[src/rtl/sha2_pkg.sv]
// Shared definitions for the SHA-2 round-state engine.
//   rstate_e      : block-level FSM state encoding
//   SHA256_* /
//   SHA512_*      : word widths, round counts and initial hash values
//   rounds_for()  : round count matching a given word width
package sha2_pkg;

  typedef enum logic [1:0] {
    IDLE  = 2'd0,
    ROUND = 2'd1,
    FINAL = 2'd2,
    DONE  = 2'd3
  } rstate_e;

  localparam int SHA256_W      = 32;
  localparam int SHA512_W      = 64;
  localparam int SHA256_ROUNDS = 64;
  localparam int SHA512_ROUNDS = 80;

  // H0 in the MSBs, H7 in the LSBs, matching the init_hash port layout.
  localparam logic [8*SHA256_W-1:0] SHA256_IV = {
    32'h6a09e667, 32'hbb67ae85, 32'h3c6ef372, 32'ha54ff53a,
    32'h510e527f, 32'h9b05688c, 32'h1f83d9ab, 32'h5be0cd19
  };

  localparam logic [8*SHA512_W-1:0] SHA512_IV = {
    64'h6a09e667f3bcc908, 64'hbb67ae8584caa73b,
    64'h3c6ef372fe94f82b, 64'ha54ff53a5f1d36f1,
    64'h510e527fade682d1, 64'h9b05688c2b3e6c1f,
    64'h1f83d9abfb41bd6b, 64'h5be0cd19137e2179
  };

  function automatic int rounds_for(input int word_w);
    return (word_w == SHA256_W) ? SHA256_ROUNDS : SHA512_ROUNDS;
  endfunction

endpackage

[src/rtl/sha2_var_rotate.sv]
// One SHA-2 round applied to the working variables (purely combinational).
//   vars     : current {a,b,c,d,e,f,g,h}, a in the MSBs
//   t1, t2   : round terms from the T1/T2 datapath
//   vars_nxt : {a..h} after the round; sums wrap modulo 2^WORD_W
module sha2_var_rotate #(
  parameter int WORD_W = 64
) (
  input  logic [8*WORD_W-1:0] vars,
  input  logic [WORD_W-1:0]   t1,
  input  logic [WORD_W-1:0]   t2,
  output logic [8*WORD_W-1:0] vars_nxt
);

  // Word 7 is a, word 0 is h.
  logic [7:0][WORD_W-1:0] v;
  logic [7:0][WORD_W-1:0] n;

  assign v = vars;

  always_comb begin
    n[7] = t1 + t2;     // a
    n[6] = v[7];        // b <= a
    n[5] = v[6];        // c <= b
    n[4] = v[5];        // d <= c
    n[3] = v[4] + t1;   // e <= d + T1
    n[2] = v[3];        // f <= e
    n[1] = v[2];        // g <= f
    n[0] = v[1];        // h <= g
  end

  assign vars_nxt = n;

endmodule

[src/rtl/sha2_round_state.sv]
// SHA-2 working-variable engine (SHA-256 with WORD_W=32/ROUNDS=64,
// SHA-512 with WORD_W=64/ROUNDS=80).
// Holds a..h and the chaining hash H0..H7, applies one round per accepted
// (T1,T2) beat, then does the feed-forward add and offers the digest.
//
// Optional build macro: SHA2_RSTATE_DBG_EN adds output round_idx (= round
// counter); without it the port does not exist.
//
// Ports
//   clk, rst_n                 clock / async active-low reset
//   start, load_iv, init_hash  block start (IDLE only); load IV or chain H
//   init_ready                 high in IDLE
//   abort                      cancel to IDLE from any state, H and a..h kept
//   rnd_valid/t1/t2/ready      round beat handshake (ready in ROUND)
//   state_out                  current {a..h}, feeds the T1/T2 datapath
//   digest, digest_valid/ready digest handshake (valid in DONE)
//   busy                       state != IDLE
module sha2_round_state
  import sha2_pkg::*;
#(
  parameter int WORD_W = 64,
  parameter int ROUNDS = 80,
  localparam int CNT_W = $clog2(ROUNDS)
) (
  input  logic                clk,
  input  logic                rst_n,
  input  logic                start,
  input  logic                load_iv,
  input  logic [8*WORD_W-1:0] init_hash,
  output logic                init_ready,
  input  logic                abort,
  input  logic                rnd_valid,
  input  logic [WORD_W-1:0]   rnd_t1,
  input  logic [WORD_W-1:0]   rnd_t2,
  output logic                rnd_ready,
  output logic [8*WORD_W-1:0] state_out,
  output logic [8*WORD_W-1:0] digest,
  output logic                digest_valid,
  input  logic                digest_ready,
`ifdef SHA2_RSTATE_DBG_EN
  output logic [CNT_W-1:0]    round_idx,
`endif
  output logic                busy
);

  rstate_e                state;
  rstate_e                state_nxt;
  logic [7:0][WORD_W-1:0] hash;      // H0 in word 7
  logic [7:0][WORD_W-1:0] vars;      // a in word 7
  logic [7:0][WORD_W-1:0] hash_ff;   // H + a..h, feed-forward result
  logic [8*WORD_W-1:0]    vars_rot;
  logic [8*WORD_W-1:0]    blk_iv;
  logic [CNT_W-1:0]       cnt;
  logic                   beat;
  logic                   last_beat;

  assign beat      = rnd_valid && (state == ROUND);
  assign last_beat = beat && (cnt == CNT_W'(ROUNDS - 1));

  // Chaining simply re-uses the held H as the starting value.
  assign blk_iv = load_iv ? init_hash : hash;

  sha2_var_rotate #(
    .WORD_W (WORD_W)
  ) u_rotate (
    .vars     (vars),
    .t1       (rnd_t1),
    .t2       (rnd_t2),
    .vars_nxt (vars_rot)
  );

  for (genvar gi = 0; gi < 8; gi++) begin : g_ff
    assign hash_ff[gi] = hash[gi] + vars[gi];
  end

  // ---------------------------------------------------------------- FSM
  always_ff @(posedge clk or negedge rst_n) begin
    if (!rst_n) state <= IDLE;
    else        state <= state_nxt;
  end

  always_comb begin
    state_nxt = state;
    if (abort) begin
      state_nxt = IDLE;
    end else begin
      unique case (state)
        IDLE:    if (start)        state_nxt = ROUND;
        ROUND:   if (last_beat)    state_nxt = FINAL;
        FINAL:                     state_nxt = DONE;
        DONE:    if (digest_ready) state_nxt = IDLE;
        default:                   state_nxt = IDLE;
      endcase
    end
  end

  always_comb begin
    init_ready   = (state == IDLE);
    rnd_ready    = (state == ROUND);
    digest_valid = (state == DONE);
    busy         = (state != IDLE);
  end

  // ----------------------------------------------------------- datapath
  // abort only clears the round counter; H and a..h stay as they were so
  // the caller can inspect or chain from them.
  always_ff @(posedge clk or negedge rst_n) begin
    if (!rst_n) begin
      hash <= '0;
      vars <= '0;
      cnt  <= '0;
    end else if (abort) begin
      cnt  <= '0;
    end else begin
      unique case (state)
        IDLE: begin
          if (start) begin
            hash <= blk_iv;
            vars <= blk_iv;
            cnt  <= '0;
          end
        end
        ROUND: begin
          if (beat) begin
            vars <= vars_rot;
            cnt  <= cnt + CNT_W'(1);
          end
        end
        FINAL:   hash <= hash_ff;
        default: ;
      endcase
    end
  end

  assign state_out = vars;
  assign digest    = hash;

`ifdef SHA2_RSTATE_DBG_EN
  assign round_idx = cnt;
`endif

endmodule

[config.mk]
export PLATFORM = sky130hd
export DESIGN_NAME = sha2_round_state
export DESIGN_NICKNAME = d
export VERILOG_FILES = /design/src/rtl/sha2_pkg.sv /design/src/rtl/sha2_var_rotate.sv /design/src/rtl/sha2_round_state.sv
export SDC_FILE = /design/constraint.sdc
export NUM_CORES = 2
export LEC_CHECK = 0
export CAP_MARGIN = 20
export CORE_AREA = 10 10 648 650
export CTS_CLUSTER_SIZE = 20
export DETAILED_ROUTE_END_ITERATION = 10
export DIE_AREA = 0 0 658 660
export DONT_BUFFER_PORTS = 1
export PLACE_DENSITY = 0.45
export SYNTH_ARGS = -nofsm -noshare
export SYNTH_HDL_FRONTEND = slang
export SYNTH_SLANG_ARGS = --single-unit
[constraint.sdc]
create_clock -name clk -period 4.2 [get_ports clk]
set_input_delay 1.05 -clock clk [delete_from_list [all_inputs] [get_ports clk]]
set_output_delay 1.05 -clock clk [all_outputs]
set_load 0.03 [all_outputs]
==> out/results.ini <==
[worst_setup_path]
cp_max_fo=2
crit_type=register to register
worst_r2r_path_depth=15
worstReg2RegStart=state_out[423]
rr_endpoint=digest[446]
start_kind=register
ff2ff_setup_slack_ns=0.07
crit_arrival_ns=4.86
crit_required_ns=4.94
end_kind=register

[synthesis]
yosys_warnings=0
synth_async_sr_flop_share_pct=100.0
synth.area.top_cells=dfrtp_1 (30%), a21oi_1 (9.3%), ha_1 (9.2%)
syn_inst=11290
synth_cell_types=94
syn-mean-instance-area_um2=7.674
ys_ff_latch=1033
syn_area_um2=86600
synth_top_area_share_pct=29.85
syn_nets=12580
yosys.area.top_type=dfrtp_1
synth_ff_type=dfrtp_1
yosysSeqAreaShare_pct=29.85
synth_edf_count=0

[drt]
ant_nets=0
first_pass_iters=6
vias=90320
avgRoutedWirePerCell_um=32.98
drtIter0Drc=7291
detail_route.vias_per_cell=5.089
wl_mm=585.3
post-route-drc-count=0

[sta]
fin_skew_ns=0.07323
holdWs_ns=0.1642
period_share_pct=98.24
relSlewSlack_pct=5.109
fin_tns_setup_ns=0
fmax_ghz=0.2424
slew_violations=0
period_minus_slack_ns=4.126
hold_viol=0
setup_viol=0
worst_pin_slew_ns=1.423

[floorplanning]
floorplan.die.width_um=658
io_pins=1675
start_util_pct=21.34
std_cell_rows=234
coreArea_um2=405800
fp.dieArea_um2=434300
die_y_um=660

[place]
gp_congestion=0.9494
numPortBuffers=0
hpwl_mm=490.3
placed_cells=17330

[global_route]
antenna_found_initial=172
gr-total-overflow=0
grt_pass1_wl_mm=772.9
grt_pass1_vias=85870
track_usage_pct=25.43
grt_max_degree=614

[clock_tree]
clk_latency_ns=0.90
cts_tree=done
cts_root_buf=clkbuf_16
cts.clk_slew.worst_paths_ns=0.06
cts_buffers=155
htree_levels=4
cts_buffer_depth=4
cts.sinks=1033

[power]
powerDensity_nw_per_um2=1040
p_leak_nw=51.01
vdd_drop_max_uv=440.9

[cells_and_area]
ff_latch_area_um2=25850
drive_gt1_share_pct=14.87
layout.cells.non_filler=17750
fillCellCount=44890
fin_nets=13370
multi_input_area_um2=58100
areaGrowthSynthToFinish_pct=24.77

[run_status]
status=finished, final reports clean

[job]
cap_violations=0

[worst_hold_path]
hp-class=input pin to async pin

## Yosys cell counts (144+ instances only)
cell      instances
a21o_1          440
xnor2_1         357
nand2_1        1388
ha_1            636
xor2_1          240
o21ai_0        1345
inv_1           159
nand4_1         155
o21bai_1        144
nor2_1         1223
dfrtp_1        1033
mux2i_1         507
a21oi_1        1614
clkbuf_1        677
## flip-flops by register name, indices dropped and copies added (netlist names)
name       cells
cnt            7
state_out    512
digest       512
state          2
## worst max-delay path, stage by stage, from the launching register on
cell	delay, ns
dfrtp_1	0.38
ha_1	0.31
a21o_1	0.19
a21o_1	0.18
a21o_1	0.20
a2111oi_2	0.40
o21bai_2	0.21
a211oi_2	0.30
o41ai_2	0.11
buf_4	0.20
a2111oi_4	0.42
o31ai_2	0.14
a31o_1	0.24
a311oi_2	0.33
mux2i_1	0.12
a211o_1	0.27
## kinds of logic after synthesis
| logic type | share of synthesized area, % |
|---|---|
| compound gates | 28.05 |
| xor+xnor | 6.038 |
| fa+ha+maj | 9.420 |
| buf+inv | 3.957 |
| flops | 29.85 |
| mux | 6.159 |
| simple gates | 16.53 |
## power by group
group | switching, W | leakage, nW | internal [W]
clock | 0.00579 | 2.58 | 0.00844
combinational | 0.0518 | 35.4 | 0.0252
sequential | 0.00696 | 13.0 | 0.0142
total | 0.0646 | 51.0 | 0.0478
## routing by layer
metal | global-route usage [%] | up-vias | wire [µm]
met5 | 0 | - | 331
met4 | 15.97 | 50 | 42720
met3 | 5.996 | 895 | 39330
met2 | 46.82 | 3206 | 301300
met1 | 25.78 | 43900 | 201600
li1 | - | 42260 | -
## through the flow
step / area, µm² / worst slack, ns / util [%] / power [W]
finish: 108100 / 0.07411 / 26.63 / 0.1124
global route: 108000 / -0.01976 / 26.61 / 0.1190
CTS: 107000 / -0.1415 / 26.36 / 0.1123
detailed placement: 101500 / -0.6033 / 25.01 / 0.09731
global placement: 101500 / -0.5811 / 25.00 / 0.09732
floorplan: 86600 / 0.1031 / - / 0.06325
## layout by cell type, fill, tap and decap left out, drive strengths merged, types with 19 or more instances in the layout
| master | synthesis | routed |
|---|---|---|
| nand2 | 1388 | 1388 |
| a221oi | 23 | 23 |
| a41oi | 19 | 19 |
| buf | 69 | 1385 |
| clkbuf | 679 | 218 |
| nor3 | 124 | 124 |
| nor2b | 78 | 78 |
| o211ai | 29 | 29 |
| a21o | 440 | 440 |
| nand2b | 53 | 53 |
| a31oi | 89 | 89 |
| o31ai | 52 | 52 |
| a211oi | 63 | 63 |
| nor2 | 1223 | 1223 |
| mux2 | 23 | 23 |
| diode | 0 | 122 |
| xor2 | 240 | 240 |
| and2 | 28 | 28 |
| inv | 160 | 166 |
| o22ai | 51 | 51 |
| and3 | 59 | 59 |
| mux2i | 507 | 507 |
| ha | 636 | 636 |
| a21oi | 1615 | 1615 |
| xnor2 | 357 | 357 |
| nand3 | 126 | 126 |
| dfrtp | 1033 | 1033 |
| o21ai | 1414 | 1414 |
| nor4 | 31 | 31 |
| or3 | 30 | 30 |
| o21bai | 144 | 144 |
| o21a | 70 | 70 |
| clkinv | 0 | 27 |
| nand4 | 155 | 155 |
| a21boi | 22 | 22 |
| a221o | 22 | 22 |
## repair_timing
action	CTS	global route
pin swaps	9	57
buffers inserted	4	14
endpoints found under the setup margin	40	97
hold buffers	1	0
gates resized for setup	33	104
hold endpoints to repair	147	0
## worst max-delay path by stage
stage / startpoint / end / slack, ns / cells past startpoint
finish: state_out[423] / digest[446] / 0.07 / 15
global route: digest[320] / digest[374] / -0.02 / 17
CTS: state_out[257] / digest[319] / -0.14 / 19
detailed placement: state_out[257] / digest[319] / -0.60 / 19
global placement: state_out[257] / digest[319] / -0.58 / 19
floorplan: rnd_t1[12] / state_out[508] / 0.10 / 14
## cell type report
type | count | share of cell area (%)
clock buffer | 218 | 4.194
multi-input combinational | 9345 | 53.77
tap | 5428 | 6.285
timing repair buffer | 1385 | 10.31
sequential | 1033 | 23.92
antenna | 122 | 0.2825
inverter | 160 | 0.5650
clock inverter | 56 | 0.6808
Power figures use the tool's default switching activity.
